[config.mk]
export PLATFORM = sky130hd
export DESIGN_NAME = adc_sar_multi
export DESIGN_NICKNAME = d
export VERILOG_FILES = /design/src/rtl/adc_sar_multi.sv
export SDC_FILE = /design/constraint.sdc
export NUM_CORES = 1
export LEC_CHECK = 0
export CAP_MARGIN = 30
export CORE_ASPECT_RATIO = 1.1
export CORE_UTILIZATION = 44
export CTS_BUF_LIST = sky130_fd_sc_hd__clkbuf_8
export DETAILED_ROUTE_END_ITERATION = 10
export PLACE_DENSITY = 0.65
export SETUP_SLACK_MARGIN = 0.2
export SYNTH_ARGS = -nofsm -noshare
export SYNTH_HDL_FRONTEND = slang
export SYNTH_SLANG_ARGS = --single-unit
[constraint.sdc]
create_clock -name clk -period 8.4 [get_ports clk]
set_input_delay 1.68 -clock clk [delete_from_list [all_inputs] [get_ports clk]]
set_output_delay 1.68 -clock clk [all_outputs]
set_load 0.01 [all_outputs]
[src/rtl/adc_sar_multi.sv]
// Multi-channel bit-serial SAR ADC model streaming results over valid/ready.
// Optional per-channel offset calibration is enabled by defining ADC_OFFSET_CAL_EN.

module adc_sar_multi #(
  parameter int NUM_CH        = 4,
  parameter int ADC_BITS      = 12,
  parameter int IN_W          = 16,
  parameter int V_REF_MV      = 2500,
  parameter int SAMPLE_CYCLES = 2,
  localparam int CH_W = (NUM_CH > 1) ? $clog2(NUM_CH) : 1
) (
  input  logic                       clk,
  input  logic                       rst_n,
  input  logic [NUM_CH*IN_W-1:0]     analog_in_mv,
  input  logic [NUM_CH-1:0]          ch_enable,
  input  logic                       start,
  output logic                       busy,
  output logic signed [ADC_BITS-1:0] out_data,
  output logic [CH_W-1:0]            out_ch,
  output logic                       out_sat,
  output logic                       out_valid,
  input  logic                       out_ready,
  output logic                       frame_done
`ifdef ADC_OFFSET_CAL_EN
  ,
  input  logic                       cal_wr,
  input  logic [CH_W-1:0]            cal_ch,
  input  logic [ADC_BITS-1:0]        cal_offset
`endif
);

  localparam int CW   = IN_W + ADC_BITS + 2;
  localparam int BI_W = $clog2(ADC_BITS);
  localparam int SC_W = $clog2(SAMPLE_CYCLES + 1);
  localparam logic [ADC_BITS-1:0] HALF_U = {1'b1, {(ADC_BITS-1){1'b0}}};
  localparam logic signed [ADC_BITS-1:0] CODE_MAX = {1'b0, {(ADC_BITS-1){1'b1}}};
  localparam logic signed [ADC_BITS-1:0] CODE_MIN = {1'b1, {(ADC_BITS-1){1'b0}}};
  localparam logic signed [CW-1:0] VREF_X = CW'(V_REF_MV);

  typedef enum logic [1:0] {IDLE = 2'd0, SAMPLE = 2'd1, CONVERT = 2'd2, RESULT = 2'd3} state_t;

  function automatic logic [CH_W-1:0] lowest_set(input logic [NUM_CH-1:0] m);
    logic [CH_W-1:0] idx;
    idx = {CH_W{1'b0}};
    for (int i = NUM_CH - 1; i >= 0; i--) begin
      if (m[i]) idx = CH_W'(i);
    end
    return idx;
  endfunction

  state_t                     state_r, state_nxt_s;
  logic [NUM_CH-1:0]          mask_r, sel_oh_s, mask_rem_s;
  logic [CH_W-1:0]            sel_r;
  logic [SC_W-1:0]            scnt_r;
  logic [BI_W-1:0]            bit_r;
  logic [ADC_BITS-1:0]        sar_r, trial_s;
  logic signed [IN_W-1:0]     v_r, ch_in_s;
  logic signed [CW-1:0]       vx_s, diff_s, lhs_s, rhs_s;
  logic signed [ADC_BITS-1:0] code_s, code_out_s;
  logic                       start_ok_s, smp_done_s, conv_done_s, out_free_s, keep_s;
  logic                       sat_s, sat_out_s;
  logic                       accept_s, capture_s, step_s, load_s, last_s;

  assign start_ok_s  = start && (ch_enable != {NUM_CH{1'b0}});
  assign smp_done_s  = (scnt_r == SC_W'(SAMPLE_CYCLES));
  assign conv_done_s = (bit_r == {BI_W{1'b0}});
  assign out_free_s  = !out_valid || out_ready;
  assign mask_rem_s  = mask_r & ~sel_oh_s;

  always_comb begin
    sel_oh_s = {NUM_CH{1'b0}};
    ch_in_s  = {IN_W{1'b0}};
    for (int i = 0; i < NUM_CH; i++) begin
      sel_oh_s[i] = (sel_r == CH_W'(i));
      ch_in_s = sel_oh_s[i] ? $signed(analog_in_mv[i*IN_W +: IN_W]) : ch_in_s;
    end
  end

  // Trial compare is done exactly in CW bits: (u_trial - half)*Vref <= v*half.
  assign trial_s = sar_r | ({{(ADC_BITS-1){1'b0}}, 1'b1} << bit_r);
  assign vx_s    = CW'(v_r);
  assign diff_s  = $signed(CW'(trial_s)) - $signed(CW'(HALF_U));
  assign lhs_s   = diff_s * VREF_X;
  assign rhs_s   = vx_s <<< (ADC_BITS - 1);
  assign keep_s  = (lhs_s <= rhs_s);
  assign code_s  = $signed({~sar_r[ADC_BITS-1], sar_r[ADC_BITS-2:0]});
  assign sat_s   = (vx_s >= VREF_X) || (vx_s < -VREF_X);

`ifdef ADC_OFFSET_CAL_EN
  logic signed [ADC_BITS-1:0] off_r [NUM_CH];
  logic signed [ADC_BITS:0]   wide_s;
  logic                       clamp_s;
  localparam logic signed [ADC_BITS:0] W_MAX = {2'b00, {(ADC_BITS-1){1'b1}}};
  localparam logic signed [ADC_BITS:0] W_MIN = {2'b11, {(ADC_BITS-1){1'b0}}};

  always_ff @(posedge clk or negedge rst_n) begin
    if (!rst_n) begin
      for (int i = 0; i < NUM_CH; i++) off_r[i] <= {ADC_BITS{1'b0}};
    end else if (cal_wr) begin
      off_r[cal_ch] <= $signed(cal_offset);
    end
  end

  always_comb begin
    wide_s = $signed({code_s[ADC_BITS-1], code_s}) - $signed({off_r[sel_r][ADC_BITS-1], off_r[sel_r]});
    if (wide_s > W_MAX) begin
      code_out_s = CODE_MAX;
      clamp_s    = 1'b1;
    end else if (wide_s < W_MIN) begin
      code_out_s = CODE_MIN;
      clamp_s    = 1'b1;
    end else begin
      code_out_s = wide_s[ADC_BITS-1:0];
      clamp_s    = 1'b0;
    end
    sat_out_s = sat_s || clamp_s;
  end
`else
  assign code_out_s = code_s;
  assign sat_out_s  = sat_s;
`endif

  always_ff @(posedge clk or negedge rst_n) begin
    if (!rst_n) state_r <= IDLE;
    else        state_r <= state_nxt_s;
  end

  always_comb begin
    state_nxt_s = state_r;
    case (state_r)
      IDLE:    state_nxt_s = start_ok_s ? SAMPLE : IDLE;
      SAMPLE:  state_nxt_s = smp_done_s ? CONVERT : SAMPLE;
      CONVERT: state_nxt_s = conv_done_s ? RESULT : CONVERT;
      RESULT: begin
        if (!out_free_s)                         state_nxt_s = RESULT;
        else if (mask_rem_s != {NUM_CH{1'b0}})   state_nxt_s = SAMPLE;
        else                                     state_nxt_s = IDLE;
      end
      default: state_nxt_s = IDLE;
    endcase
  end

  always_comb begin
    accept_s  = 1'b0;
    capture_s = 1'b0;
    step_s    = 1'b0;
    load_s    = 1'b0;
    last_s    = 1'b0;
    case (state_r)
      IDLE:    accept_s  = start_ok_s;
      SAMPLE:  capture_s = smp_done_s;
      CONVERT: step_s    = 1'b1;
      RESULT: begin
        load_s = out_free_s;
        last_s = out_free_s && (mask_rem_s == {NUM_CH{1'b0}});
      end
      default: accept_s = 1'b0;
    endcase
  end

  // The first channel of a frame starts its sample count at 0, later channels
  // at 1, so the start handshake buys one extra settling cycle.
  always_ff @(posedge clk or negedge rst_n) begin
    if (!rst_n) begin
      mask_r <= {NUM_CH{1'b0}};
      sel_r  <= {CH_W{1'b0}};
      scnt_r <= {SC_W{1'b0}};
      bit_r  <= {BI_W{1'b0}};
      sar_r  <= {ADC_BITS{1'b0}};
      v_r    <= {IN_W{1'b0}};
    end else if (accept_s) begin
      mask_r <= ch_enable;
      sel_r  <= lowest_set(ch_enable);
      scnt_r <= SC_W'(0);
    end else if (load_s) begin
      mask_r <= mask_rem_s;
      sel_r  <= lowest_set(mask_rem_s);
      scnt_r <= SC_W'(1);
    end else if (capture_s) begin
      v_r   <= ch_in_s;
      sar_r <= {ADC_BITS{1'b0}};
      bit_r <= BI_W'(ADC_BITS - 1);
    end else if (state_r == SAMPLE) begin
      scnt_r <= scnt_r + SC_W'(1);
    end else if (step_s) begin
      sar_r <= keep_s ? trial_s : sar_r;
      bit_r <= bit_r - BI_W'(1);
    end
  end

  always_ff @(posedge clk or negedge rst_n) begin
    if (!rst_n) begin
      busy       <= 1'b0;
      frame_done <= 1'b0;
      out_valid  <= 1'b0;
      out_data   <= {ADC_BITS{1'b0}};
      out_ch     <= {CH_W{1'b0}};
      out_sat    <= 1'b0;
    end else begin
      busy       <= (state_nxt_s != IDLE);
      frame_done <= last_s;
      if (load_s) begin
        out_valid <= 1'b1;
        out_data  <= code_out_s;
        out_ch    <= sel_r;
        out_sat   <= sat_out_s;
      end else if (out_ready) begin
        out_valid <= 1'b0;
      end
    end
  end

endmodule

# Yosys cells after proc, flatten, opt, wreduce, memory -nomap -nowiden
# Cells that the tools add are included.
[word_totals]
ff_bits = 60
input_bits = 72
word_cells = 97
[classes]
add_sub_neg = 3
n_mul = 1
order_cmp = 3
n_eq_ne = 9
n_shift = 1
mux = 40
n_bitwise = 6
n_reduce_logical = 21
[ops]
columns = ["op", "n"]
rows = [
  ["$mux W16", 4],
  ["$mux W12", 4],
  ["$mux W2", 16],
  ["$le A26 B27 Y1", 1],
  ["$mul A13 B11 Y24 const B", 1],
  ["$mux W4", 5],
  ["$ge A16 B13 Y1 const B", 1],
  ["$lt A16 B13 Y1 const B", 1],
  ["$sub A12 B12 Y13 const B", 1],
  ["$or A12 B12 Y12", 1],
  ["$shl A1 B4 Y12 const A", 1],
  ["$eq A2 B2 Y1 const B", 5],
  ["$mux W1", 10],
  ["$reduce_bool A2 Y1", 5],
  ["$logic_not A4 Y1", 2],
  ["$pmux W2 S4", 1],
  ["$reduce_bool A4 Y1", 2],
  ["$reduce_and A5 Y1", 1],
  ["$and A4 B4 Y4", 1],
  ["$eq A2 B1 Y1 const B", 2],
  ["$logic_not A2 Y1", 2],
  ["$not A4 Y4", 1],
  ["$reduce_and A4 Y1", 1],
  ["$sub A4 B1 Y4 const B", 1],
  ["other kinds (10)", 14],
]

# Longest topological paths before layout
# Gate-level depths: netlist of run 1.
[logic_depth]
ltp_word = 9
ltp_mapped = 26
depth_no_buf = 25

# Worst setup path after synthesis of run 1
# OpenSTA, ideal clock, no wires.
[synth_timing]
path_type = "register to register"
start = "register bit_r[0]"
end = "register sar_r[6]"
setup_ps = 125
arrival_time_ps = 6560
t_required_ps = 8275
path_slack_ps = 1715
stages_incl_launch_ff = 24
synth_period_minus_slack_ps = 6685
path_cell_list = "dfrtp_1 > ha_1 > a21oi_1 > ha_1 > inv_1 > ha_1 > fa_1 > inv_1 > fa_1 > fa_1 > inv_1 > ha_1 > and3_1 > a221o_1 > o31ai_1 > o31a_1 > o32ai_1 > ha_1 > a21o_1 > a2111oi_4 > o21ai_2 > o21ai_2 > buf_6 > mux2_4"
[synth_via]
elab_chain_cells = 7
[synth_lines]
columns = ["element", "line", "source"]
rows = [
  ["start, declared", "55", "logic [BI_W-1:0] bit_r;"],
  ["start signal, assigned", "168", "bit_r <= {BI_W{1'b0}};"],
  ["start signal, assigned", "182", "bit_r <= BI_W'(ADC_BITS - 1);"],
  ["start signal, assigned", "187", "bit_r <= bit_r - BI_W'(1);"],
  ["$shl A1 B4 Y12 *", "80", "assign trial_s = sar_r | ({{(ADC_BITS-1){1'b0}}, 1'b1} << bit_r);"],
  ["$or A12 B12 Y12 *", "80", ""],
  ["$sub A12 B12 Y13", "82", "assign diff_s = $signed(CW'(trial_s)) - $signed(CW'(HALF_U));"],
  ["$mul A13 B11 Y24", "83", "assign lhs_s = diff_s * VREF_X;"],
  ["$le A26 B27 Y1", "85", "assign keep_s = (lhs_s <= rhs_s);"],
  ["$reduce_bool A2 Y1 (no line)", "--", ""],
  ["$reduce_and A5 Y1 (no line)", "--", ""],
  ["end signal, assigned", "169", "sar_r <= {ADC_BITS{1'b0}};"],
  ["end signal, assigned", "181", "sar_r <= {ADC_BITS{1'b0}};"],
  ["end signal, assigned", "186", "sar_r <= keep_s ? trial_s : sar_r;"],
  ["end, declared", "56", "logic [ADC_BITS-1:0] sar_r, trial_s;"],
]
# Every way passes the cells marked *; elsewhere a longest branch is shown, timed or not. The select of a mux whose other input is x is not followed.
# A chain may end at the register's enable or synchronous reset.

# Final worst setup path of run 1
[layout_timing]
start = "register bit_r[0]"
end = "register sar_r[5]"
# Same word-level chain as after synthesis.

==> results of run 1 <==
-- worst max-delay path, delay by kind of cell, from the launching register on --
| kind | cells | cell delay, ns |
|---|---|---|
| muxes | 1 | 0.41 |
| adders and majority gates | 8 | 2.96 |
| buffers and inverters | 4 | 0.47 |
| AOI/OAI and AO/OA | 9 | 2.78 |
| DFF | 1 | 0.45 |
| and+or+nand+nor | 1 | 0.18 |
-- routing by layer --
metal,track usage [%],vias to the layer above,share of wire (%)
met2,37.1,91,52
met4,6.11,0,1.4
met1,26.3,2280,44
met5,0,-,0
li1,-,2268,-
met3,3.16,15,2.7
-- logic make-up after synthesis --
family	synth area share, %
fa+ha+maj	29.6
xor+xnor	1.75
simple gates	12.4
compound gates	11.4
mux	11.2
buf+inv	8.59
flops	25.0
-- cells in the final DEF, fill, tap and decap left out, types with 3 or more instances in the layout --
cell type,n
clkinvlp_4,3
nor3_1,7
fa_1,33
a21oi_1,30
nor2_1,16
nand2b_1,8
mux4_2,16
or2_2,6
a211oi_1,3
a22o_1,4
inv_1,111
xnor2_1,8
buf_4,4
mux2i_1,8
nand4_1,6
clkbuf_8,10
ha_1,89
nand2_1,63
a31oi_1,5
a2111oi_0,3
nor4_1,5
o21ai_0,11
a21o_1,9
nor2b_1,7
or3_1,3
dfrtp_1,60
mux2_2,18
nand3_1,7
o31ai_1,4
xor2_1,4
o21a_1,3
clkdlybuf4s50_1,88
-- metrics by stage --
step                setup slack [ns]  std cells
CTS                             1.06        885
detailed placement              1.09        869
global route                   0.628        886
global placement                1.29        869
finish                          1.04        886
floorplan                       1.72        611
-- cell type report --
cell class              count  share of cell area (%)
repair buffers             94                    13.0
multi-input cells         422                    55.0
clock inverters             6                   0.552
flip-flops and latches     60                    20.7
well taps                 184                    3.18
inverters                 110                    5.70
clock buffers              10                    1.90
-- how the worst min path moves through the flow --
| stage | from | end | slack (ns) |
|---|---|---|---|
| after CTS | out_data[9]$_DFFE_PN0P_ | out_data[9]$_DFFE_PN0P_ | 0.48 |
| after global routing | out_data[4]$_DFFE_PN0P_ | out_data[4]$_DFFE_PN0P_ | 0.51 |
| final | out_data[9]$_DFFE_PN0P_ | out_data[9]$_DFFE_PN0P_ | 0.48 |
| after floorplan | sar_r[0]$_DFFE_PN0P_ | out_data[0]$_DFFE_PN0P_ | 0.45 |
| after global placement | out_data[10]$_DFFE_PN0P_ | out_data[10]$_DFFE_PN0P_ | 0.46 |
| after detailed placement | out_data[9]$_DFFE_PN0P_ | out_data[9]$_DFFE_PN0P_ | 0.46 |
-- state kept, by name, indices dropped and copies added (netlist names) --
register / cells
v_r: 16
sar_r: 12
out_valid: 1
mask_r: 4
scnt_r: 2
out_ch: 2
out_data: 12
state_r: 2
sel_r: 2
out_sat: 1
bit_r: 4
frame_done: 1
busy: 1
==> results by group, run 1 <==
Cells and area
  • Fillers: 1,205
  • Layout cells sized above 1: 10.1%
  • Final instance area: 7250 sq um
  • Nets: 891
  • Layout area overhead: 20.8%
  • Area of the multi-input gates: 3980 sq um
  • Ant diodes: 0
  • Reg area: 1500 sq um
  • Final Util: 54.6%

Logic synthesis
  • Main area contributors after synthesis: dfrtp_1 (25%), ha_1 (19%), fa_1 (11%), inv_1 (6.9%), mux4_2 (6.0%)
  • Unique masters post-synth: 67
  • Yosys Warn Count: 0
  • Synthesized area per cell: 9.82 sq um
  • Mapped Nets: 805
  • Primary FF master, synth: dfrtp_1
  • Post-synthesis register bit count: 60
  • Async set or reset register ratio after synthesis: 100%
  • Sequential area share after synthesis: 25.0%
  • Share of the synthesized area in the top cell type: 25.0%
  • Count leader, synth: inv_1
  • Synth top cells by count: inv_1 (110), ha_1 (89), nand2_1 (63), dfrtp_1 (60), fa_1 (33)
  • Number of synthesized flops with an enable pin: 0
  • Mapped Area: 6000 sq um
  • Leading area contributor after synthesis: dfrtp_1
  • Syn Inst Count: 611

Place
  • Port Buffers: 89
  • DP Wirelength: 11,400 um
  • Dpl cell area: 7040 sq um
  • GP Congestion: 0.840

STA
  • Hold_ws: 0.477 ns
  • Max Clock Skew: 0.00813 ns
  • Worst-Margin Slew: 0.882 ns
  • F_max: 0.136 GHz
  • RSZ-0062 raised after global routing: no
  • Minimum clock period: 7.36 ns
  • Final hold vios: 0
  • Worst rel slew slack: 41.0%
  • Setup TNS Final: 0 ns
  • Crit share post-route: 87.7%
  • Endpoints failing setup: 0
  • Slew Limit Fails: 0

Critical path
  • Critical Path Start Type: register
  • Capture point of the critical path: sar_r[5]$_DFFE_PN0P_
  • Reg2reg start: bit_r[0]$_DFFE_PN0P_
  • Crit path top cell by count: ha_1
  • Worst-path maximum fanout: 12
  • Data arrival, critical path: 7.60 ns
  • Path depth of the worst reg2reg path: 23
  • CP Capture Type: register
  • Req. time, crit path: 8.64 ns
  • Critical path origin: bit_r[0]$_DFFE_PN0P_
  • Reg2Reg Setup Slack: 1.04 ns
  • Crit Reg-Reg Endpoint: sar_r[5]$_DFFE_PN0P_
  • CP max-delay cell: o21ai_2
  • CP cell instances: inv_1, ha_1, a21oi_1, inv_1, ha_1, ha_1, inv_1, fa_1, fa_1, inv_1, fa_1, ha_1, and3_1, a221o_1, o31ai_1, o31a_1, o32ai_1, ha_1, a21o_1, a2111oi_4, o21ai_2, o21ai_2, mux2_2
  • Crit path kind: reg2reg
  • CP peak stage delay: 0.64 ns

Detailed routing
  • DRC: 0
  • DR iter-0 viols: 152
  • Mean number of vias per cell: 5.25
  • Wirelength, routed: 13,700 um
  • Drt pass-1 iters: 4
  • Via count: 4,654
  • Antenna-violating nets left: 0
  • WL/cell: 15.5 um

CTS
  • Clock latency on the worst-skew pair: 0.35 ns
  • Clk slew on worst S/H paths: 0.07 ns
  • CTS tree: yes
  • Cts hold-fix bufs: 0
  • Post-cts sizing count: 0
  • Post-CTS setup buffers: 0
  • Max Root-Sink Buffers: 2
  • H-tree levels: 3
  • Total CTS buffers: 9
  • CTS root buffer: clkbuf_8
  • CTS Sinks: 60

Outcome
  • Status: finished clean

Job
  • Maxcap violations: 0

Die
  • Core ar.: 13,300 sq um
  • # IOs: 90
  • Chip Height: 124 um
  • Die width: 113 um
  • Site Rows: 44
  • Starting Density: 45.2%
  • Die area: 14,100 sq um

Global routing
  • Initial antenna violation count: 0
  • First-pass GRT wire length: 23,500 um
  • Gr ovfl total: 0
  • Vias in the first global route: 4,933
  • Largest net degree at the start of global routing: 61
  • GRT Total Usage: 21.0%

Min path
  • Min-delay worst type: reg2reg
  • Hold path depth: 2
Power of run 1 is left out: the tool's default activity adds up to more than one toggle a clock period on the data nets, which glitch-free logic cannot reach.
==> inputs of run 2 (changes only) <==
Settings changed: CTS_BUF_LIST sky130_fd_sc_hd__clkbuf_8 to sky130_fd_sc_hd__clkbuf_2 sky130_fd_sc_hd__clkbuf_4 sky130_fd_sc_hd__clkbuf_8.
==> results by group, run 2 (same netlist as run 1, synthesis figures left out) <==
Critical path
  • Worst-path maximum fanout: 12
  • CP peak stage delay: 0.64 ns
  • CP cell instances: inv_1, ha_1, a21oi_1, inv_1, ha_1, ha_1, inv_1, fa_1, fa_1, inv_1, fa_1, ha_1, and3_1, a221o_1, o31ai_1, o31a_1, o32ai_1, ha_1, a21o_1, a2111oi_4, o21ai_2, o21ai_2, mux2_2
  • Data arrival, critical path: 7.61 ns
  • Reg2Reg Setup Slack: 1.03 ns
  • Req. time, crit path: 8.64 ns
  • Critical path buffers and inverters: 4
  • CP Capture Type: register
  • CP max-delay cell: o21ai_2
  • CP top delay family: adder cells
  • Crit path kind: reg2reg
  • Critical Path Start Type: register
  • Crit path top cell by count: ha_1

CTS
  • H-tree levels: 3
  • Clk slew on worst S/H paths: 0.07 ns
  • Post-CTS setup buffers: 0
  • CTS tree: yes
  • Cts hold-fix bufs: 0
  • Clock latency on the worst-skew pair: 0.35 ns
  • Post-cts sizing count: 0
  • Total CTS buffers: 9
  • CTS Sinks: 60
  • Max Root-Sink Buffers: 2
  • CTS root buffer: clkbuf_8

Die
  • Die area: 14,100 sq um
  • # IOs: 90
  • Starting Density: 45.2%
  • Die width: 113 um
  • Site Rows: 44
  • Core ar.: 13,300 sq um
  • Chip Height: 124 um

Min path
  • Min-delay worst type: reg2reg

Place
  • Setup WS pre-CTS: 1.09 ns
  • DP Wirelength: 11,400 um
  • GP Congestion: 0.840
  • Port Buffers: 89
  • Dpl cell area: 7040 sq um

STA
  • Final worst slack: 1.03 ns
  • RSZ-0062 raised after global routing: no
  • Slew Limit Fails: 0
  • Setup TNS Final: 0 ns
  • Final hold vios: 0
  • Worst rel slew slack: 41.3%
  • Worst-Margin Slew: 0.878 ns
  • Crit share post-route: 87.7%
  • Endpoints failing setup: 0
  • F_max: 0.136 GHz
  • Max Clock Skew: 0.00813 ns
  • Minimum clock period: 7.37 ns

Global routing
  • Initial antenna violation count: 0
  • First-pass GRT wire length: 23,500 um
  • GRT Total Usage: 21.0%
  • Gr ovfl total: 0
  • Vias in the first global route: 4,933
  • Largest net degree at the start of global routing: 61

Cells and area
  • Fillers: 1,205
  • Largest reg by FF count: v_r
  • Nets: 891
  • Most frequent cells in the layout: inv_1 (110), ha_1 (89), clkdlybuf4s50_1 (88)
  • Final instance area: 7250 sq um
  • Registers with the most flip-flops: v_r x16, out_data x12, sar_r x12
  • Layout cells sized above 1: 10.3%
  • Layout area overhead: 20.9%
  • Max FFs per register: 16
  • Ant diodes: 0
  • Commonest non-fill, non-tap cell in the layout: inv_1

Detailed routing
  • WL/cell: 15.5 um
  • DRC: 0
  • DR iter-0 viols: 152
  • Wirelength, routed: 13,700 um
  • Antenna-violating nets left: 0
  • Via count: 4,649
  • Drt pass-1 iters: 4
  • Mean number of vias per cell: 5.25

Outcome
  • Status: finished clean

Job
  • Maxcap violations: 0
run 2: area by class of cell:
type / instances / area (sq um) / area share [%]
repair buffers: 94 / 943 / 13.0
flip-flops and latches: 60 / 1500 / 20.7
inverters: 110 / 413 / 5.69
well taps: 184 / 230 / 3.17
multi-input cells: 422 / 3980 / 54.9
clock buffers: 11 / 145 / 2.00
clock inverters: 5 / 36.3 / 0.500
run 2: path summary, 6_finish.rpt:
check / start / to / depth (start not counted)
max in group asynchronous: rst_n / v_r[4]$_DFFE_PN0P_ / 2
min in group asynchronous: rst_n / out_data[0]$_DFFE_PN0P_ / 2
max reg2reg: bit_r[0]$_DFFE_PN0P_ / sar_r[5]$_DFFE_PN0P_ / 23
min reg2reg: out_data[9]$_DFFE_PN0P_ / out_data[9]$_DFFE_PN0P_ / 2
max: bit_r[0]$_DFFE_PN0P_ / sar_r[5]$_DFFE_PN0P_ / 23
min: out_data[9]$_DFFE_PN0P_ / out_data[9]$_DFFE_PN0P_ / 2
run 2: worst reg2reg max path: stages (launching register included):
cell,delay [ns]
dfrtp_1,0.45
inv_1,0.12
ha_1,0.25
a21oi_1,0.40
inv_1,0.25
ha_1,0.35
ha_1,0.27
inv_1,0.05
fa_1,0.50
fa_1,0.55
inv_1,0.06
fa_1,0.48
ha_1,0.36
and3_1,0.18
a221o_1,0.37
o31ai_1,0.44
o31a_1,0.18
o32ai_1,0.09
ha_1,0.21
a21o_1,0.20
a2111oi_4,0.36
o21ai_2,0.10
o21ai_2,0.64
mux2_2,0.42
run 2: per-stage QoR:
step                hold slack, ns  std cells  util, %
global placement             0.461        869     53.1
finish                       0.477        886     54.7
global route                 0.508        886     54.7
detailed placement           0.462        869     53.1
CTS                          0.480        885     54.5
floorplan                    0.454        611        -
run 2: metal layers:
metal	track usage (%)	wire length (um)
met4	6.11	191
met3	3.16	373
met2	37.1	7120
met5	0	0
met1	26.3	6060
Power of run 2 is left out for the same reason.
